[src/rtl/board_row_fetcher_if.sv]
// Row-fetch bundle: color-mapper request, board RAM read port and committed row.
// No backpressure: requests are edge-triggered, RAM answers one cycle after mem_rd.
interface board_row_fetcher_if #(
    parameter int BOARD_W = 10,
    parameter int DATA_W  = 16,
    parameter int ADDR_W  = 8
);
    logic                            LD_Row;
    logic [7:0]                      rowNum;
    logic [ADDR_W-1:0]               mem_addr;
    logic                            mem_rd;
    logic [DATA_W-1:0]               mem_data;
    logic [BOARD_W-1:0][DATA_W-1:0]  Row;
    logic                            rowReady;
    logic                            busy;

    modport master (
        input  LD_Row, rowNum, mem_data,
        output mem_addr, mem_rd, Row, rowReady, busy
    );

    modport slave (
        output LD_Row, rowNum, mem_data,
        input  mem_addr, mem_rd, Row, rowReady, busy
    );
endinterface

[src/rtl/board_row_fetcher.sv]
// Fetches one board row into a shadow buffer and commits it atomically to Row.
// Latency 12 cycles request-to-rowReady; requests while busy park in a one-deep, last-wins slot.
module board_row_fetcher #(
    parameter int BOARD_W = 10,
    parameter int BOARD_H = 20,
    parameter int DATA_W  = 16,
    parameter int ADDR_W  = 8
) (
    input  logic                 Clk,
    input  logic                 reset,
    board_row_fetcher_if.master  bus
);
    localparam int               COL_W    = $clog2(BOARD_W);
    localparam logic [COL_W-1:0] LAST_COL = COL_W'(BOARD_W - 1);
    localparam logic [7:0]       ROW_LIM  = 8'(BOARD_H);

    typedef enum logic [1:0] {S_IDLE, S_READ, S_DRAIN, S_COMMIT} state_t;

    state_t                         r_state, w_state_nxt;
    logic                           r_ld_prev, r_armed;
    logic                           r_pend_vld;
    logic [7:0]                     r_pend_row;
    logic                           r_mem_rd;
    logic [ADDR_W-1:0]              r_mem_addr;
    logic [COL_W-1:0]               r_col;
    logic                           r_vld;
    logic [COL_W-1:0]               r_vcol;
    logic [BOARD_W-1:0][DATA_W-1:0] r_shadow, w_shadow_nxt;
    logic [BOARD_W-1:0][DATA_W-1:0] r_row;
    logic                           r_row_ready;

    logic                           w_req;
    logic                           w_start;
    logic [7:0]                     w_start_row;
    logic                           w_start_in, w_clear;
    logic [ADDR_W-1:0]              w_base;

    // r_armed blocks an LD_Row that is already high when reset releases.
    assign w_req      = bus.LD_Row & ~r_ld_prev & r_armed;
    assign w_start_in = w_start & (w_start_row < ROW_LIM);
    assign w_clear    = w_start & ~(w_start_row < ROW_LIM);
    assign w_base     = ADDR_W'(w_start_row) * ADDR_W'(BOARD_W);

    always_comb begin
        w_state_nxt = r_state;
        w_start     = 1'b0;
        w_start_row = bus.rowNum;
        case (r_state)
            S_IDLE:   if (w_req) w_start = 1'b1;
            S_READ:   if (r_col == LAST_COL) w_state_nxt = S_DRAIN;
            S_DRAIN:  w_state_nxt = S_COMMIT;
            S_COMMIT: begin
                w_state_nxt = S_IDLE;
                if (w_req) begin
                    w_start = 1'b1;
                end else if (r_pend_vld) begin
                    w_start     = 1'b1;
                    w_start_row = r_pend_row;
                end
            end
            default:  w_state_nxt = S_IDLE;
        endcase
        if (w_start) w_state_nxt = w_start_in ? S_READ : S_COMMIT;
    end

    // Commit uses the next-shadow value so the word captured in DRAIN lands in Row.
    always_comb begin
        w_shadow_nxt = r_shadow;
        if (w_clear)
            w_shadow_nxt = '0;
        else if (r_vld)
            w_shadow_nxt[r_vcol] = bus.mem_data;
    end

    always_ff @(posedge Clk or negedge reset) begin
        if (!reset) begin
            r_state     <= S_IDLE;
            r_ld_prev   <= 1'b0;
            r_armed     <= 1'b0;
            r_pend_vld  <= 1'b0;
            r_pend_row  <= '0;
            r_mem_rd    <= 1'b0;
            r_mem_addr  <= '0;
            r_col       <= '0;
            r_vld       <= 1'b0;
            r_vcol      <= '0;
            r_shadow    <= '0;
            r_row       <= '0;
            r_row_ready <= 1'b0;
        end else begin
            r_state   <= w_state_nxt;
            r_ld_prev <= bus.LD_Row;
            if (!bus.LD_Row) r_armed <= 1'b1;

            if (r_state == S_COMMIT) begin
                r_pend_vld <= 1'b0;
            end else if (w_req && r_state != S_IDLE) begin
                r_pend_vld <= 1'b1;
                r_pend_row <= bus.rowNum;
            end

            if (w_start_in) begin
                r_mem_rd   <= 1'b1;
                r_mem_addr <= w_base;
                r_col      <= '0;
            end else if (r_state == S_READ) begin
                if (r_col == LAST_COL) begin
                    r_mem_rd <= 1'b0;
                end else begin
                    r_col      <= r_col + 1'b1;
                    r_mem_addr <= r_mem_addr + 1'b1;
                end
            end

            r_vld    <= r_mem_rd;
            r_vcol   <= r_col;
            r_shadow <= w_shadow_nxt;

            r_row_ready <= (w_state_nxt == S_COMMIT);
            if (w_state_nxt == S_COMMIT) r_row <= w_shadow_nxt;
        end
    end

    assign bus.mem_addr = r_mem_addr;
    assign bus.mem_rd   = r_mem_rd;
    assign bus.Row      = r_row;
    assign bus.rowReady = r_row_ready;
    assign bus.busy     = (r_state != S_IDLE);
endmodule

[src/flat_wrapper.sv]
// flat-port wrapper written by rule: the top's interface ports become plain ports
module board_row_fetcher_flat 
#(
    parameter int BOARD_W = 10,
    parameter int BOARD_H = 20,
    parameter int DATA_W  = 16,
    parameter int ADDR_W  = 8
)
  (Clk, reset, bus_LD_Row, bus_rowNum, bus_mem_data, bus_mem_addr, bus_mem_rd, bus_Row, bus_rowReady, bus_busy);
  board_row_fetcher_if #(.BOARD_W(BOARD_W), .DATA_W(DATA_W), .ADDR_W(ADDR_W)) bus_i ();
  input  logic Clk;
  input  logic reset;
  input wire logic [$bits(bus_i.LD_Row)-1:0] bus_LD_Row;
  input wire logic [$bits(bus_i.rowNum)-1:0] bus_rowNum;
  input wire logic [$bits(bus_i.mem_data)-1:0] bus_mem_data;
  output wire logic [$bits(bus_i.mem_addr)-1:0] bus_mem_addr;
  output wire logic [$bits(bus_i.mem_rd)-1:0] bus_mem_rd;
  output wire logic [$bits(bus_i.Row)-1:0] bus_Row;
  output wire logic [$bits(bus_i.rowReady)-1:0] bus_rowReady;
  output wire logic [$bits(bus_i.busy)-1:0] bus_busy;
  assign bus_i.LD_Row = bus_LD_Row;
  assign bus_i.rowNum = bus_rowNum;
  assign bus_i.mem_data = bus_mem_data;
  assign bus_mem_addr = bus_i.mem_addr;
  assign bus_mem_rd = bus_i.mem_rd;
  assign bus_Row = bus_i.Row;
  assign bus_rowReady = bus_i.rowReady;
  assign bus_busy = bus_i.busy;
  board_row_fetcher #(.BOARD_W(BOARD_W), .BOARD_H(BOARD_H), .DATA_W(DATA_W), .ADDR_W(ADDR_W)) u_core (.Clk(Clk), .reset(reset), .bus(bus_i));
endmodule
[config.mk]
export PLATFORM = sky130hd
export DESIGN_NAME = board_row_fetcher_flat
export DESIGN_NICKNAME = d
export VERILOG_FILES = /design/src/rtl/board_row_fetcher_if.sv /design/src/rtl/board_row_fetcher.sv /design/src/flat_wrapper.sv
export SDC_FILE = /design/constraint.sdc
export NUM_CORES = 1
export LEC_CHECK = 0
export CORE_MARGIN = 2
export CORE_UTILIZATION = 56
export CTS_BUF_LIST = sky130_fd_sc_hd__clkbuf_8
export CTS_CLUSTER_DIAMETER = 30
export DETAILED_ROUTE_END_ITERATION = 10
export PLACE_DENSITY_LB_ADDON = 0.08
export SLEW_MARGIN = 0
export SYNTH_ARGS = -nofsm -noshare
export SYNTH_HDL_FRONTEND = slang
export SYNTH_SLANG_ARGS = --single-unit
[constraint.sdc]
create_clock -name Clk -period 3.6 [get_ports Clk]
set_input_delay 0.54 -clock Clk [delete_from_list [all_inputs] [get_ports Clk]]
set_output_delay 0.54 -clock Clk [all_outputs]
set_load 0.05 [all_outputs]
; ---- Yosys cells after proc, flatten, opt, wreduce, memory -nomap -nowiden
; Index checks and enable logic that the tools add are counted.
[op_classes]
addsub = 2
n_mul = 1
magnitude_cmp = 3
n_eq_ne = 6
mux = 27
n_bitwise = 7
n_reduce_logical = 10
[op_table]
columns = operator, n
row1 = 2-to-1 mux 160 bit, 2
row2 = bitwise mux 160 bit, 1
row3 = demux 16 bit (select 4 bit), 1
row4 = 2-to-1 mux 8 bit, 6
row5 = 2-to-1 mux 16 bit, 1
row6 = 2-to-1 mux 4 bit, 3
row7 = adder 8 x 1 -> 8 bit (second input constant), 1
row8 = < comparator 8 x 5 -> 1 bit (second input constant), 1
row9 = multiplier 8 x 3 -> 7 bit (second input constant), 1
row10 = 2-to-1 mux 1 bit, 8
row11 = nonzero test 2 bit, 4
row12 = equality test 2 bit (second input constant), 3
row13 = 2-to-1 mux 2 bit, 3
row14 = case mux 2 bit (3 select lines), 1
row15 = AND reduction 2 bit, 3
row16 = < comparator 4 x 5 -> 1 bit (second input constant), 1
row17 = adder 4 x 1 -> 4 bit (second input constant), 1
row18 = bitwise AND 1 bit, 4
row19 = equality test 4 bit (second input constant), 1
row20 = greater-or-equal comparator 4 x 1 -> 1 bit (second input constant), 1
row21 = inverter 1 bit, 3
row22 = equality test 2 x 1 -> 1 bit (second input constant), 1
row23 = logical AND 1 bit, 2
row24 = logical NOT 2 bit, 1
row25 = other kinds (2), 2
[word_totals]
ff_bits = 352
inputBits = 27
out_inout_bits = 171
wordCells = 87

; ---- Logic depth before layout (Yosys ltp)
; Gate-level depths: netlist (run 1).
[logic_depth]
ltp_word = 10
depth_mapped = 12
mapped_depth_nobuf = 12

; ---- Worst setup path before layout (run 1)
; Ideal clock, no wire load.
[synth_path]
path_type = input to register
from = input bus_LD_Row
to = register u_core.r_mem_addr[7] (netlist: u_core.bus.mem_addr[7])
setup_time_ns = 0.140
arrival_time_ns = 2.749
t_required_ns = 3.460
slack_ns = 0.711
stages = 10
path_buffers = 0
cell_sequence = and3b_1 > nor2_1 > mux2_2 > ha_1 > ha_1 > a21o_1 > a21oi_1 > xor2_1 > xnor2_1 > mux2i_1
[synth_between]
elab_chain_cells = 8
elab_cells_between_ends = 14
cone_classes = mul (1) / order compare (1) / eq/ne (1) / mux (6) / bitwise (3) / reduce/logical (2)
[synth_lines]
columns = item, line
row1 = start: declaration, flat_wrapper.sv:13  ; input wire logic [$bits(bus_i.LD_Row)-1:0] bus_LD_Row;
row2 = bitwise AND 1 bit * (2 in series), board_row_fetcher.sv:39  ; assign w_req = bus.LD_Row & ~r_ld_prev & r_armed;
row3 = branches (longest 6 deep; another with multiplier 8 x 3 -> 7 bit), --
row4 = end signal: assignment, board_row_fetcher.sv:104  ; r_mem_addr <= w_base;
row5 = end signal: assignment, board_row_fetcher.sv:111  ; r_mem_addr <= r_mem_addr + 1'b1;
row6 = end: declaration, board_row_fetcher.sv:24  ; logic [ADDR_W-1:0] r_mem_addr;
; Mark *: on every way between the ends.
; A chain may end at the register's enable or synchronous reset.

; ---- Final worst setup path (run 1)
[layout_path]
from = register u_core.r_state[0]
to = register u_core.r_mem_addr[7] (netlist: u_core.bus.mem_addr[7])
[layout_between]
elab_chain_cells = 6
elab_cells_between_ends = 12
cone_classes = mul (1) / order compare (1) / eq/ne (3) / mux (3) / bitwise (1) / reduce/logical (3)
[layout_lines]
columns = item, line
row1 = start: declaration, board_row_fetcher.sv:19  ; state_t r_state, w_state_nxt;
row2 = start signal: assignment, board_row_fetcher.sv:91  ; r_state <= w_state_nxt;
row3 = branches (longest 6 deep; another with multiplier 8 x 3 -> 7 bit), --
; Several ways; the timed one is not identified.

==> reports/qor.tcl, run 1 <==
set qor(result_of_the_run) {finished clean}
set qor(floorplan.io_pins) 198
set qor(synth_area_um2) 13850
set qor(postSynthAreaPerCell_um2) 13.15
set qor(max_stage_delay_on_crit_path_ps) 450
set qor(cpMaxStageDelayCell) {sky130_fd_sc_hd__dfrtp_1}
set qor(yosysTopAreaCellShare_pct) 63.60
set qor(hp-class) {flop to flop}
set qor(power.internal_mw) 9.308
set qor(critical_path.most_common_cell) {sky130_fd_sc_hd__ha_1}
set qor(globalRoute.totalOverflow) 0
set qor(dr_total_vias) 9238
set qor(power_frac_seq_pct) 36.3
set qor(netlist.top_cell.by_area) {sky130_fd_sc_hd__dfrtp_1}
set qor(grtUsageTotal_pct) 26.96
set qor(yosys_warnings) 0
set qor(design_area_um2) 17460
set qor(grt_pass1_vias) 9569
set qor(grt_start_max_net_pins) 161
set qor(static-leakage-power_nw) 8.421
set qor(detail_route.vias_per_cell) 5.688
set qor(worst_setup_path_endpoint) {u_core.bus.mem_addr[7]}
set qor(final.setup.tns_ps) 0
set qor(post_layout_net_count) 1292
set qor(crit-reg2reg-launch) {u_core.r_state[0]}
set qor(clock_sinks) 352
set qor(cells_taking_the_most_area_after_synthesis) {sky130_fd_sc_hd__dfrtp_1 (64%), sky130_fd_sc_hd__mux2i_1 (12%), sky130_fd_sc_hd__o2bb2ai_1 (10%), sky130_fd_sc_hd__nor2_1 (4.7%), sky130_fd_sc_hd__clkbuf_1 (1.4%)}
set qor(r2r_slack_ps) 610
set qor(tritoncts) {yes}
set qor(postLayoutCoreUtil_pct) 71.79
set qor(synth-edff-count) 0
set qor(num_antenna_cells) 0
set qor(cp_data_required_time_ps) 4030
set qor(yosysMostFrequentCell) {sky130_fd_sc_hd__dfrtp_1}
set qor(gpl.final_weighted_congestion) 0.7740
set qor(cts_buffers) 69
set qor(ys_async_sr_fraction_pct) 100.0
set qor(type_of_the_setup_path_with_the_least_slack) {flop to flop}
set qor(cts_root_buffer) {sky130_fd_sc_hd__clkbuf_8}
set qor(synth_fp_nets) 1093
set qor(synth_seq_cells) 352
set qor(port-buffer-count) 197
set qor(postRouteWirelength_um) 34210
set qor(synth-seq-area-share_pct) 63.60
set qor(place.detailed.hpwl_um) 19800
set qor(r2r_end) {u_core.bus.mem_addr[7]}
set qor(max-vdd-ir-drop_v) 0.0006821
set qor(starting_density_pct) 56.95
set qor(fp-row-count) 57
set qor(max-cap-violations) 0
set qor(floorplan.die_area_um2) 26010
set qor(synthCells) 1053
set qor(comb_power_share_pct) 38.1
set qor(fin_crit_ps) 2994
set qor(placedInstanceArea_um2) 16030
set qor(crit_path_max_fanout) 7
set qor(rsz0062_at_grt) {false}
set qor(layout-drive-gt1-share_pct) 11.38
set qor(synthToLayoutAreaGrowth_pct) 26.04
set qor(fin_worst_skew_ps) 17.98
set qor(detail_route.first_pass.iterations) 7
set qor(final.hold.worst_slack_ps) 449.2
set qor(critPathCaptureType) {flop}
set qor(die_w_um) 161.3
set qor(final_min_period_over_clock_period_pct) 83.17
set qor(switching_share_pct) 40.83
set qor(preCtsSetupSlack_ps) 155.6
set qor(die_y_extent_um) 161.3
set qor(clock_path_buffers) 3
set qor(synth_ff_type) {sky130_fd_sc_hd__dfrtp_1}
set qor(timing.slew.headroom_pct) 22.02
set qor(power_dens_cells_nw_per_um2) 901.1
set qor(clkPwrFrac_pct) 25.6
set qor(cts_setup_buffers) 0
set qor(grt_first_pass_wirelength_um) 54370
set qor(clock_tree.htree_level_count) 3
set qor(switchingPower_mw) 6.423
set qor(setup_slack_ps) 605.9
set qor(critical_path_arrival_ps) 3420
set qor(worst_skew_pair.late_latency_ps) 550
set qor(critPathLaunch) {u_core.r_state[0]}
set qor(detail_route.wl_per_cell_um) 21.07
set qor(hold_viol_final) 0
set qor(route.detailed.drc) 0
set qor(yosysUniqueCellTypes) 36
set qor(ys_top_cells_by_count) {sky130_fd_sc_hd__dfrtp_1 (352), sky130_fd_sc_hd__nor2_1 (174), sky130_fd_sc_hd__mux2i_1 (168)}
set qor(worstSetupStartpointType) {flop}
set qor(core_um2) 24320
set qor(clk_pin_slew_ps) 50
set qor(slew_viol_final) 0
set qor(tightest_slew_ps) 1170
set qor(timing.critical_path.cells) {ha_1, nand2_1, nor2_1, buf_4, mux2i_1, inv_1, ha_1, ha_1, a21o_1, a21oi_1, xor2_1, xnor2_1, mux2i_1}
set qor(timing.fmax_ghz) 0.3340
set qor(drtAntennaViolNets) 0
set qor(antenna_found_initial) 0
set qor(drt-initial-drc-count) 761
set qor(timing.final.setup_violations) 0
set qor(reg2reg_depth) 13
kinds of logic (layout without fill, tap and decap cells):
kind of cell	after synthesis	count (layout)	share of synthesized area (%)
adders and majority gates	13	13	1.229
xor gates and xnor gates	16	16	1.012
muxes	182	182	13.28
AOI/OAI and AO/OA	177	177	10.95
and+or+nand+nor	215	215	6.540
buffers and inverters	98	345	3.397
DFF	352	352	63.60
cell usage in the layout (no fill, tap or decap), drive strengths merged:
master / synthesis / layout
nor3: 5 / 5
and4b: 1 / 1
o211a: 1 / 1
ha: 12 / 12
clkinvlp: 0 / 5
dlygate4sd3: 0 / 1
fa: 1 / 1
and4: 2 / 2
mux2: 14 / 14
mux2i: 168 / 168
and3b: 2 / 2
nand3b: 5 / 5
nor2: 175 / 175
bufinv: 0 / 3
buf: 34 / 17
o221ai: 1 / 1
xor2: 7 / 7
nand2: 9 / 9
o2bb2ai: 160 / 160
o21ai: 5 / 5
nand4: 3 / 3
or3: 2 / 2
inv: 12 / 24
dfrtp: 352 / 352
and2: 1 / 1
clkdlybuf4s50: 0 / 196
xnor2: 9 / 9
clkinv: 0 / 14
nor2b: 2 / 2
clkbuf: 52 / 85
a21oi: 6 / 6
nand3: 2 / 2
a21o: 2 / 2
nor3b: 2 / 2
nand2b: 4 / 4
o211ai: 2 / 2
worst max-delay path, delay by kind of cell (launching register included):
kind / cells / cell delay, ps
AO/OA/AOI/OAI: 2 / 340
XOR/XNOR: 2 / 330
adder cells (fa/ha/maj): 3 / 900
buffers and inverters: 2 / 250
flip-flops: 1 / 450
multiplexers: 2 / 400
AND/OR/NAND/NOR: 2 / 210
metal layers:
metal,share of wire [%],vias up,wire [um],track usage [%]
met5,0,-,0,0
li1,-,4119,-,-
met1,46,4806,15780,39.65
met3,6.0,33,2047,6.728
met4,1.3,0,431,6.859
met2,47,280,15950,40.81
metrics by stage:
stage,instances,power [mW]
floorplan,1053,9.787
global placement,1504,11.64
detailed placement,1504,11.75
CTS,1624,15.83
global route,1624,16.49
finish,1624,15.73
how the worst min path moves through the flow:
stage	from	to	slack [ps]	depth (start not counted)
after global placement	u_core.bus.mem_rd	u_core.r_vld	430	0
after detailed placement	u_core.bus.mem_rd	u_core.r_vld	430	0
after floorplan	reset	u_core.bus.Row[0]	240	0
after global routing	u_core.bus.mem_rd	u_core.r_vld	470	0
final	u_core.bus.mem_rd	u_core.r_vld	450	0
after CTS	u_core.bus.mem_rd	u_core.r_vld	450	0
registers in the layout, indices dropped and copies added (netlist names):
name / count
u_core.bus.Row: 160
u_core.r_shadow: 160
u_core.bus.mem_addr: 8
u_core.r_pend_row: 8
u_core.r_col: 4
u_core.r_vcol: 4
u_core.r_state: 2
u_core.bus.mem_rd: 1
u_core.bus.rowReady: 1
u_core.r_armed: 1
u_core.r_ld_prev: 1
u_core.r_pend_vld: 1
u_core.r_vld: 1
area by class of cell:
class / count / area (um^2)
inverter: 12 / 45.04
tap: 324 / 405.4
timing repair buffer: 214 / 2170
clock buffer: 85 / 1170
fill: 1748 / 6862
multi-input combinational: 603 / 4609
sequential: 352 / 8808
clock inverter: 34 / 250.2
power groups by stage:
stage | logic (mW) | registers [mW] | clock network [mW]
after CTS | 6.02 | 5.71 | 4.10
after global routing | 6.36 | 5.83 | 4.30
after detailed placement | 6.00 | 5.75 | 0
after global placement | 5.90 | 5.73 | 0
final | 5.99 | 5.71 | 4.03
after floorplan | 2.30 | 7.49 | 0
what timing repair did:
action,in CTS,in global routing
endpoints found under the hold margin,7,0
resized for setup,0,0
hold buffers,1,0
(Power assumes the default switching activity.)
==> run 2: changes to the inputs <==
Clock period 3.6 ns to 2.8 ns, I/O delays scaled along.
==> reports/qor.tcl, run 2 (same netlist as run 1, synthesis figures left out) <==
set qor(die_w_um) 161.3 ;# unchanged
set qor(cpLargestDelayFamily) {adder cells}
set qor(port-buffer-count) 197 ;# unchanged
set qor(worst_skew_pair.late_latency_ps) 580 ;# +30 ps
set qor(gpl.final_weighted_congestion) 0.7894 ;# +2.0%
set qor(route.detailed.drc) 0 ;# unchanged
set qor(dr_total_vias) 9349 ;# +1.2%
set qor(fin_crit_ps) 2681 ;# -313.0 ps
set qor(worstSetupStartpointType) {flop}
set qor(detail_route.first_pass.iterations) 5 ;# -2
set qor(num_antenna_cells) 0 ;# unchanged
set qor(synthToLayoutAreaGrowth_pct) 29.66
set qor(grt_start_max_net_pins) 161 ;# unchanged
set qor(multi_input_comb_area_um2) 4626 ;# +0.35%
set qor(clk_pin_slew_ps) 60 ;# about the same
set qor(tritoncts) {yes}
set qor(slew_viol_final) 0 ;# unchanged
set qor(cp_num_buf_inv) 1 ;# -1
set qor(leading_cell_types_in_the_layout_fill_and_taps_excluded) {sky130_fd_sc_hd__dfrtp_1 (352), sky130_fd_sc_hd__clkdlybuf4s50_1 (196), sky130_fd_sc_hd__nor2_1 (170)}
set qor(starting_density_pct) 56.95 ;# unchanged
set qor(fp-row-count) 57 ;# unchanged
set qor(postLayoutCoreUtil_pct) 73.84 ;# +2.1 points
set qor(place.detailed.hpwl_um) 20640 ;# +4.3%
set qor(detail_route.vias_per_cell) 5.618 ;# -1.2%
set qor(hp-class) {primary input to async pin}
set qor(power_dens_cells_nw_per_um2) 1164 ;# +29%
set qor(core_um2) 24320 ;# unchanged
set qor(post_layout_net_count) 1327 ;# +2.7%
set qor(drtAntennaViolNets) 0 ;# unchanged
set qor(type_of_the_setup_path_with_the_least_slack) {flop to flop}
set qor(clock_sinks) 352 ;# unchanged
set qor(fin_worst_skew_ps) 27.17 ;# +9.192 ps
set qor(crit_path_max_fanout) 4 ;# -3
set qor(floorplan.io_pins) 198 ;# unchanged
set qor(detail_route.wl_per_cell_um) 20.77 ;# -1.4%
set qor(critPathCaptureType) {flop}
set qor(clock_tree.htree_level_count) 3 ;# unchanged
set qor(layout-drive-gt1-share_pct) 14.10 ;# +2.7 points
set qor(cts_root_buffer) {sky130_fd_sc_hd__clkbuf_8}
set qor(grt_pass1_vias) 9645 ;# +0.79%
set qor(final_min_period_over_clock_period_pct) 95.75 ;# +13 points
set qor(setup_slack_ps) 118.9 ;# -487.0 ps
set qor(cts_buffers) 68 ;# -1.4%
set qor(static-leakage-power_nw) 8.685 ;# +3.1%
set qor(max-cap-violations) 0 ;# unchanged
set qor(antenna_found_initial) 0 ;# unchanged
set qor(timing.critical_path.cells) {ha_2, nand2_2, nor2_4, buf_4, mux2_2, ha_1, ha_1, a21o_1, a21oi_2, xor2_1, xnor2_1, mux2i_1}
set qor(num-fill-cells) 1684 ;# -3.7%
set qor(critical_path.most_common_cell) {sky130_fd_sc_hd__ha_1}
set qor(cp_data_required_time_ps) 3230 ;# -800 ps
set qor(final.setup.tns_ps) 0 ;# unchanged
set qor(cpMaxStageDelayCell) {sky130_fd_sc_hd__dfrtp_1}
set qor(timing.fmax_ghz) 0.3730 ;# +12%
set qor(timing.final.setup_violations) 0 ;# unchanged
set qor(globalRoute.totalOverflow) 0 ;# unchanged
set qor(r2r_slack_ps) 120 ;# -490 ps
set qor(drt-initial-drc-count) 697 ;# -8.4%
set qor(final.hold.worst_slack_ps) 377.5 ;# -71.69 ps
set qor(commonest_non_fill_non_tap_cell_in_the_layout) {sky130_fd_sc_hd__dfrtp_1}
set qor(max_stage_delay_on_crit_path_ps) 350 ;# -100 ps
set qor(hold_viol_final) 0 ;# unchanged
set qor(preCtsSetupSlack_ps) -317.8 ;# -473.4 ps
set qor(clock_path_buffers) 3 ;# unchanged
set qor(postRouteWirelength_um) 34560 ;# +1.0%
set qor(max-vdd-ir-drop_v) 0.0007912 ;# +16%
set qor(result_of_the_run) {finished clean}
set qor(floorplan.die_area_um2) 26010 ;# unchanged
set qor(grt_first_pass_wirelength_um) 55210 ;# +1.5%
set qor(critical_path_arrival_ps) 3110 ;# -310 ps
set qor(timing.slew.headroom_pct) 32.71 ;# +11 points
set qor(grtUsageTotal_pct) 27.51 ;# +0.55 points
set qor(tightest_slew_ps) 1009 ;# -160.3 ps
set qor(die_y_extent_um) 161.3 ;# unchanged
set qor(area.sequential_um2) 8808 ;# unchanged
==> run 2: repair_timing <==
action	4_1_cts	5_1_grt
buffers inserted	0	0
gates resized for setup	0	4
endpoints found under the hold margin	59	0
hold buffers	1	0
setup endpoints to repair	0	1
==> run 2: power breakdown <==
group	leakage [nW]	switching, mW	internal (mW)
Combinational	3.07	5.38	2.84
Clock	0.810	2.24	3.13
Sequential	4.80	0.806	6.50
==> run 2: worst reg2reg max path, cell delays in order (launching register included) <==
cell                      delay, ps
sky130_fd_sc_hd__dfrtp_1        350
sky130_fd_sc_hd__ha_2           200
sky130_fd_sc_hd__nand2_2         80
sky130_fd_sc_hd__nor2_4         140
sky130_fd_sc_hd__buf_4          140
sky130_fd_sc_hd__mux2_2         360
sky130_fd_sc_hd__ha_1           300
sky130_fd_sc_hd__ha_1           210
sky130_fd_sc_hd__a21o_1         190
sky130_fd_sc_hd__a21oi_2        140
sky130_fd_sc_hd__xor2_1         190
sky130_fd_sc_hd__xnor2_1        150
sky130_fd_sc_hd__mux2i_1        100
==> run 2: final timing paths <==
| kind | from | to | depth (start not counted) |
|---|---|---|---|
| max in group asynchronous | reset | u_core.bus.Row[56] | 3 |
| hold / removal | reset | u_core.r_shadow[138] | 2 |
| min in group Clk | u_core.bus.mem_rd | u_core.r_vld | 0 |
| setup reg to reg | u_core.r_state[0] | u_core.bus.mem_addr[7] | 12 |
| hold reg to reg | u_core.bus.mem_rd | u_core.r_vld | 0 |
| setup / recovery | u_core.r_state[0] | u_core.bus.mem_addr[7] | 12 |
==> run 2: through the flow <==
step	std cells	cell area [um^2]	power, mW
2_1_floorplan	1053	13850	12.58
3_3_place_gp	1540	16450	15.45
3_5_place_dp	1540	16450	15.57
4_1_cts	1664	17940	21.05
5_1_grt	1664	17960	21.93
6_report	1664	17960	20.90
==> run 2: area by class of cell <==
class / count / share of cell area, %
inverter: 12 / 0.2508
clock buffer: 84 / 6.438
clock inverter: 39 / 1.825
timing repair buffer: 250 / 14.42
multi-input combinational: 603 / 25.76
sequential: 352 / 49.05
tap: 324 / 2.257
==> run 2: metal layers <==
layer | vias to the layer above | global-route usage, % | share of wire [%]
met2 | 312 | 42.00 | 47
met5 | - | 0 | 0
met4 | 0 | 7.752 | 1.7
met3 | 52 | 7.293 | 7.2
li1 | 4186 | - | -
met1 | 4799 | 39.53 | 44
